## config.mk

```make
export PLATFORM = sky130hd
export DESIGN_NAME = cpu6_regfile_wb_flat
export DESIGN_NICKNAME = d
export VERILOG_FILES = /design/src/rtl/cpu6_regfile_wb_pkg.sv /design/src/rtl/cpu6_regfile_wb_if.sv /design/src/rtl/cpu6_rf_sbcnt.sv /design/src/rtl/cpu6_regfile_wb.sv /design/src/flat_wrapper.sv
export SDC_FILE = /design/constraint.sdc
export NUM_CORES = 2
export LEC_CHECK = 0
export CAP_MARGIN = 20
export CORE_UTILIZATION = 45
export CTS_CLUSTER_DIAMETER = 120
export DETAILED_ROUTE_END_ITERATION = 7
export SLEW_MARGIN = 20
export SYNTH_ARGS = -nofsm -noshare
export SYNTH_HDL_FRONTEND = slang
export SYNTH_SLANG_ARGS = --single-unit
```

## constraint.sdc

```tcl
create_clock -name clk -period 3.7 [get_ports clk]
set_input_delay 0.74 -clock clk [delete_from_list [all_inputs] [get_ports clk]]
set_output_delay 0.74 -clock clk [all_outputs]
set_load 0.05 [all_outputs]
```

## src/rtl/cpu6_regfile_wb_pkg.sv

```systemverilog
// Shared widths and scoreboard-counter operation encoding for the cpu6 writeback register file.
package cpu6_regfile_wb_pkg;

    localparam int CPU6_RFIDX_WIDTH = 5;
    localparam int CPU6_XLEN        = 32;
    localparam int CPU6_SBCNT_WIDTH = 2;

    typedef enum logic [1:0] {
        SB_HOLD = 2'd0,
        SB_INC  = 2'd1,
        SB_DEC  = 2'd2,
        SB_CLR  = 2'd3
    } sbOp_e;

    // Flush wins over everything; a simultaneous issue and retire cancel out.
    function automatic sbOp_e sbDecode(input logic inc, input logic dec, input logic clr);
        if (clr)             return SB_CLR;
        else if (inc && !dec) return SB_INC;
        else if (dec && !inc) return SB_DEC;
        else                 return SB_HOLD;
    endfunction

endpackage

```

## src/rtl/cpu6_regfile_wb_if.sv

```systemverilog
// Writeback, decode-read and scoreboard signals between the cpu6 pipeline and its register file.
interface cpu6_regfile_wb_if
    import cpu6_regfile_wb_pkg::*;
#(
    parameter int RFIDX_W = CPU6_RFIDX_WIDTH,
    parameter int XLEN    = CPU6_XLEN
) ();

    logic               regwriteW;
    logic [RFIDX_W-1:0] writeregW;
    logic [XLEN-1:0]    rdW;
    logic [RFIDX_W-1:0] ra1D;
    logic [RFIDX_W-1:0] ra2D;
    logic [XLEN-1:0]    rd1D;
    logic [XLEN-1:0]    rd2D;
    logic               issueD;
    logic [RFIDX_W-1:0] issuerdD;
    logic               sbclear;
    logic               busy1D;
    logic               busy2D;

    modport master (
        output regwriteW, writeregW, rdW, ra1D, ra2D, issueD, issuerdD, sbclear,
        input  rd1D, rd2D, busy1D, busy2D
    );

    modport slave (
        input  regwriteW, writeregW, rdW, ra1D, ra2D, issueD, issuerdD, sbclear,
        output rd1D, rd2D, busy1D, busy2D
    );

endinterface

```

## src/rtl/cpu6_rf_sbcnt.sv

```systemverilog
// One pending-write counter of the register-file scoreboard: saturating up/down with flush.
module cpu6_rf_sbcnt
    import cpu6_regfile_wb_pkg::*;
#(
    parameter int SBCNT_W = CPU6_SBCNT_WIDTH
) (
    input  logic               clk,
    input  logic               reset,
    input  logic               inc,
    input  logic               dec,
    input  logic               clr,
    output logic [SBCNT_W-1:0] cnt
);

    localparam logic [SBCNT_W-1:0] CNT_MAX = '1;

    sbOp_e op;
    assign op = sbDecode(inc, dec, clr);

    always_ff @(posedge clk or negedge reset) begin
        if (!reset) begin
            cnt <= '0;
        end else begin
            case (op)
                SB_CLR: cnt <= '0;
                SB_INC: begin
                    // More issues than E/M/W can hold means decode lost track.
                    assert (cnt != CNT_MAX);
                    if (cnt != CNT_MAX) cnt <= cnt + SBCNT_W'(1);
                end
                SB_DEC: begin
                    assert (cnt != '0);
                    if (cnt != '0) cnt <= cnt - SBCNT_W'(1);
                end
                default: cnt <= cnt;
            endcase
        end
    end

endmodule

```

## src/rtl/cpu6_regfile_wb.sv

```systemverilog
// cpu6 writeback register file: 2R/1W with write-through bypass, x0 hardwired to zero,
// and a per-register pending-write scoreboard feeding decode hazard detection.
module cpu6_regfile_wb
    import cpu6_regfile_wb_pkg::*;
#(
    parameter int RFIDX_W = CPU6_RFIDX_WIDTH,
    parameter int XLEN    = CPU6_XLEN,
    parameter int SBCNT_W = CPU6_SBCNT_WIDTH
) (
    input  logic              clk,
    input  logic              reset,
    cpu6_regfile_wb_if.slave  rf
);

    localparam int NREG = 2 ** RFIDX_W;

    logic [XLEN-1:0]                  regs [NREG];
    logic [NREG-1:0][SBCNT_W-1:0]     cnt;
    logic [XLEN-1:0]                  rd1;
    logic [XLEN-1:0]                  rd2;

    function automatic logic isBusy(input logic [RFIDX_W-1:0] ra,
                                    input logic [SBCNT_W-1:0] c,
                                    input logic               wen,
                                    input logic [RFIDX_W-1:0] wa);
        // The last outstanding write landing this cycle is served by the bypass.
        return (ra != '0) && (c != '0) && !((c == SBCNT_W'(1)) && wen && (wa == ra));
    endfunction

    always_ff @(posedge clk or negedge reset) begin
        if (!reset) begin
            for (int i = 0; i < NREG; i++) regs[i] <= '0;
        end else if (rf.regwriteW && (rf.writeregW != '0)) begin
            regs[rf.writeregW] <= rf.rdW;
        end
    end

    assign cnt[0] = '0;

    for (genvar i = 1; i < NREG; i++) begin : g_sbcnt
        cpu6_rf_sbcnt #(.SBCNT_W(SBCNT_W)) u_sbcnt (
            .clk   (clk),
            .reset (reset),
            .inc   (rf.issueD && (rf.issuerdD == RFIDX_W'(i))),
            .dec   (rf.regwriteW && (rf.writeregW == RFIDX_W'(i))),
            .clr   (rf.sbclear),
            .cnt   (cnt[i])
        );
    end

    // Bypass is gated by reset so nothing written during reset is ever visible.
    always_comb begin
        rd1 = '0;
        if (reset && (rf.ra1D != '0)) begin
            if (rf.regwriteW && (rf.writeregW == rf.ra1D)) rd1 = rf.rdW;
            else                                          rd1 = regs[rf.ra1D];
        end
    end

    always_comb begin
        rd2 = '0;
        if (reset && (rf.ra2D != '0)) begin
            if (rf.regwriteW && (rf.writeregW == rf.ra2D)) rd2 = rf.rdW;
            else                                          rd2 = regs[rf.ra2D];
        end
    end

    assign rf.rd1D   = rd1;
    assign rf.rd2D   = rd2;
    assign rf.busy1D = isBusy(rf.ra1D, cnt[rf.ra1D], rf.regwriteW, rf.writeregW);
    assign rf.busy2D = isBusy(rf.ra2D, cnt[rf.ra2D], rf.regwriteW, rf.writeregW);

endmodule

```

## src/flat_wrapper.sv

```systemverilog
// flat-port wrapper written by rule: the top's interface ports become plain ports
module cpu6_regfile_wb_flat import cpu6_regfile_wb_pkg::*;
#(
    parameter int RFIDX_W = CPU6_RFIDX_WIDTH,
    parameter int XLEN    = CPU6_XLEN,
    parameter int SBCNT_W = CPU6_SBCNT_WIDTH
)
  (clk, reset, rf_regwriteW, rf_writeregW, rf_rdW, rf_ra1D, rf_ra2D, rf_issueD, rf_issuerdD, rf_sbclear, rf_rd1D, rf_rd2D, rf_busy1D, rf_busy2D);
  cpu6_regfile_wb_if #(.RFIDX_W(RFIDX_W), .XLEN(XLEN)) rf_i ();
  input  logic clk;
  input  logic reset;
  input wire logic [$bits(rf_i.regwriteW)-1:0] rf_regwriteW;
  input wire logic [$bits(rf_i.writeregW)-1:0] rf_writeregW;
  input wire logic [$bits(rf_i.rdW)-1:0] rf_rdW;
  input wire logic [$bits(rf_i.ra1D)-1:0] rf_ra1D;
  input wire logic [$bits(rf_i.ra2D)-1:0] rf_ra2D;
  input wire logic [$bits(rf_i.issueD)-1:0] rf_issueD;
  input wire logic [$bits(rf_i.issuerdD)-1:0] rf_issuerdD;
  input wire logic [$bits(rf_i.sbclear)-1:0] rf_sbclear;
  output wire logic [$bits(rf_i.rd1D)-1:0] rf_rd1D;
  output wire logic [$bits(rf_i.rd2D)-1:0] rf_rd2D;
  output wire logic [$bits(rf_i.busy1D)-1:0] rf_busy1D;
  output wire logic [$bits(rf_i.busy2D)-1:0] rf_busy2D;
  assign rf_i.regwriteW = rf_regwriteW;
  assign rf_i.writeregW = rf_writeregW;
  assign rf_i.rdW = rf_rdW;
  assign rf_i.ra1D = rf_ra1D;
  assign rf_i.ra2D = rf_ra2D;
  assign rf_i.issueD = rf_issueD;
  assign rf_i.issuerdD = rf_issuerdD;
  assign rf_i.sbclear = rf_sbclear;
  assign rf_rd1D = rf_i.rd1D;
  assign rf_rd2D = rf_i.rd2D;
  assign rf_busy1D = rf_i.busy1D;
  assign rf_busy2D = rf_i.busy2D;
  cpu6_regfile_wb #(.RFIDX_W(RFIDX_W), .XLEN(XLEN), .SBCNT_W(SBCNT_W)) u_core (.clk(clk), .reset(reset), .rf(rf_i));
endmodule
```

==> results.ini <==
[final_layout]
final-seq-area_mm2=0.02719
antenna_cells=0
fillers=11601
drive_gt1_share_pct=29.34
final_common_cell=nand2_1
multi_input_area_mm2=0.03262
mostFrequentLayoutCells=nand2_1 (1919), dfrtp_1 (1074), mux4_2 (609), mux2_2 (327), buf_4 (279)
syn_to_final_growth_pct=17.37
nNetsFinal=5888

[sta]
setup_slack_ns=-0.02096
period_needed_ns=3.721
slew_headroom_pct=26.50
fin_crit_sh_pct=100.6
worstMarginPinSlew_ns=1.103
max_freq_ghz=0.2687
slew_violations=0
rsz0062_at_grt=yes
hold_viol_final=0
finClkSkew_ns=0.007859
hold_ws_ns=0.3955
setup_violations=1

[global_routing]
grt_pass1_wl_um=316900
grt_usage_pct=31.28
antenna_found_initial=4
grt_pass1_vias=47356
grt_max_degree=172
grt-ovfl-total=0

[clocking]
cts_root_buffer=clkbuf_16
clk_pin_slew_ns=0.06
numCtsBuffers=120
clockBufferDepth=3
htreeDepth=3
worstSkewPairLatency_ns=0.74
clkSinkCount=1086
cts_tree=yes

[logic_synthesis]
synthFlopType=dfrtp_1
async_reset_ff_share_pct=100.0
ys_seq_elements=1086
synth_cell_types=57
syn-instance-count=5618
synthesis.nets=5768
avgSynthCellArea_um2=10.99
ys.warnings.count=0
syn_area_mm2=0.06176
yosysSeqAreaShare_pct=44.00
synth_edf_count=0

[routing]
wl_met3_um=21200
drtPass1Iterations=5
avgViaCountPerCell=6.226
antenna_left=0
wl_per_cell_um=28.12
top_layer=met5
wl_met2_um=99080
drc=0
num_vias=47453
finalWirelength_um=214300
drt_iter0_markers=5784
wl_met1_um=84170

[floorplanning]
ioPinCount=123
fp.dieH_um=372.5
initial_core_util_pct=45.48
core-area_mm2=0.1358
die_w_um=372.5
dieArea_mm2=0.1387
row_count=135

[flow_run]
max_cap_viol_count=0

[setup_path]
cp_cell_sequence=mux4_2, mux4_2, inv_2, o211ai_1, a221o_1, buf_6
crit_top_cell=mux4_2
cp.buffers_inverters=2
critical-path-top-delay-family=multiplexers
crit_path_max_incr_delay_ns=0.54
critical_path_class=flop to primary output
cp_max_fo=2
worstSetupStartpointType=flop
cp-end-kind=primary output
worstRegToRegCells=5
crit_slowest_cell=mux4_2
required_ns=2.96
worstSetupPathDepth=6
cp_data_arrival_time_ns=2.98

[hold_path]
hp-class=flop to flop
min_path_cells=0

[place]
gp_congestion=0.8741
dpl_worst_slack_ns=-0.2117
dp_hpwl_um=128200
portBuffers=122

[power]
peakVddDrop_mv=0.3704
powerDensity_mw_per_mm2=527.0
power.leakage_nw=33.51
finalPower_mw=38.21

[status]
status=finished, violations left
violations=negative setup slack

-- kinds of logic (layout without fill, tap and decap cells) --
family	after synthesis	after routing	synth area share, %
buf+inv	579	802	3.971
fa+ha+maj	93	93	1.884
flops	1086	1086	44.00
simple gates	2364	2364	14.98
mux	1064	1064	30.42
xor+xnor	10	10	0.1418
compound gates	422	422	4.599
-- what timing repair did --
item                                   CTS  global route
endpoints found under the hold margin    4             0
gates resized for setup                 35            12
buffers inserted                        16             0
cloned                                   0             3
setup endpoints to repair               54            20
pin swaps                                6             6
hold buffers                             2             0
-- report_power, final --
| group | internal [mW] | leakage [nW] | switching [mW] |
|---|---|---|---|
| combinational | 4.89 | 17.4 | 4.04 |
| clock | 7.75 | 2.08 | 5.32 |
| sequential | 14.2 | 14.0 | 1.99 |
-- sequential cells by signal (all words and copies together), names as in the netlist --
name	count
u_core.g_sbcnt.u_sbcnt.cnt	62
u_core.regs	1024
-- worst paths after layout --
path | from | end | slack (ns)
min in group asynchronous | reset | u_core.g_sbcnt[9].u_sbcnt.cnt[0]$_DFFE_PN0P_ | 0.65
worst max register to register | u_core.g_sbcnt[21].u_sbcnt.cnt[1]$_DFFE_PN0P_ | u_core.g_sbcnt[21].u_sbcnt.cnt[1]$_DFFE_PN0P_ | 2.45
worst min-delay path | u_core.regs[1004]$_DFFE_PN0P_ | u_core.regs[1004]$_DFFE_PN0P_ | 0.40
worst min register to register | u_core.regs[1004]$_DFFE_PN0P_ | u_core.regs[1004]$_DFFE_PN0P_ | 0.40
worst max-delay path | u_core.g_sbcnt[27].u_sbcnt.cnt[1]$_DFFE_PN0P_ | rf_busy1D | -0.02
max in group asynchronous | reset | u_core.regs[314]$_DFFE_PN0P_ | 1.06
-- cell type report --
| cell class | count | area share [%] |
|---|---|---|
| Sequential cell | 1086 | 37.51 |
| Clock inverter | 71 | 1.263 |
| Tap cell | 1781 | 3.074 |
| Timing Repair Buffer | 492 | 8.059 |
| Clock buffer | 154 | 4.652 |
| Multi-Input combinational cell | 3953 | 45.00 |
| Inverter | 85 | 0.4453 |
-- metrics by stage --
stage / util, % / area (um^2) / instances / TNS (ns)
6_report: 53.38 / 72490 / 7622 / -0.02096
5_1_grt: 53.38 / 72490 / 7622 / -0.06123
4_1_cts: 53.27 / 72340 / 7619 / -0.04654
3_5_place_dp: 49.92 / 67790 / 7376 / -4.416
3_3_place_gp: 49.91 / 67790 / 7376 / -6.291
2_1_floorplan: - / 61840 / 5618 / -10.26
-- Yosys cell counts, types with 4 or more instances --
| library cell | count | area (um^2) |
|---|---|---|
| o21bai_1 | 11 | 82.58 |
| inv_1 | 84 | 315.3 |
| mux4_2 | 609 | 13720 |
| nor2_1 | 246 | 923.4 |
| clkbuf_1 | 329 | 1235 |
| xor2_1 | 4 | 35.03 |
| o2bb2ai_1 | 30 | 262.8 |
| o211ai_1 | 31 | 232.7 |
| dfrtp_1 | 1086 | 27180 |
| a21oi_1 | 107 | 535.5 |
| mux2i_1 | 39 | 390.4 |
| and2_1 | 34 | 212.7 |
| o31a_1 | 31 | 271.5 |
| nand3_1 | 35 | 175.2 |
| xnor2_1 | 6 | 52.55 |
| buf_1 | 24 | 90.09 |
| o22ai_1 | 80 | 500.5 |
| mux2_2 | 327 | 3682 |
| nor2b_1 | 16 | 100.1 |
| nand3b_1 | 4 | 30.03 |
| mux2_1 | 89 | 1002 |
| o21ai_0 | 32 | 160.2 |
| or2_1 | 7 | 43.79 |
| buf_2 | 109 | 545.5 |
| o41ai_1 | 27 | 236.5 |
| o31ai_1 | 14 | 105.1 |
| buf_6 | 6 | 67.56 |
| nor3_1 | 36 | 180.2 |
| a21o_1 | 40 | 300.3 |
| nand2_1 | 1944 | 7297 |
| nand2b_1 | 7 | 43.79 |
| or2_2 | 16 | 100.1 |
| buf_4 | 26 | 195.2 |
| ha_1 | 93 | 1164 |
-- worst register-to-register path, cell delays in order (launching register included) --
cell and delay (ns):
dfrtp_2 0.43, buf_4 0.17, and2_1 0.14, o21ai_0 0.16, o31a_1 0.16, o22ai_1 0.07
-- layer usage --
metal | global-route usage (%) | vias to the layer above
met5 | 0 | -
met4 | 12.24 | 2
met3 | 7.101 | 517
met2 | 48.86 | 2496
met1 | 42.51 | 24482
li1 | - | 19956
No activity file was read; power rests on OpenSTA's default activity.
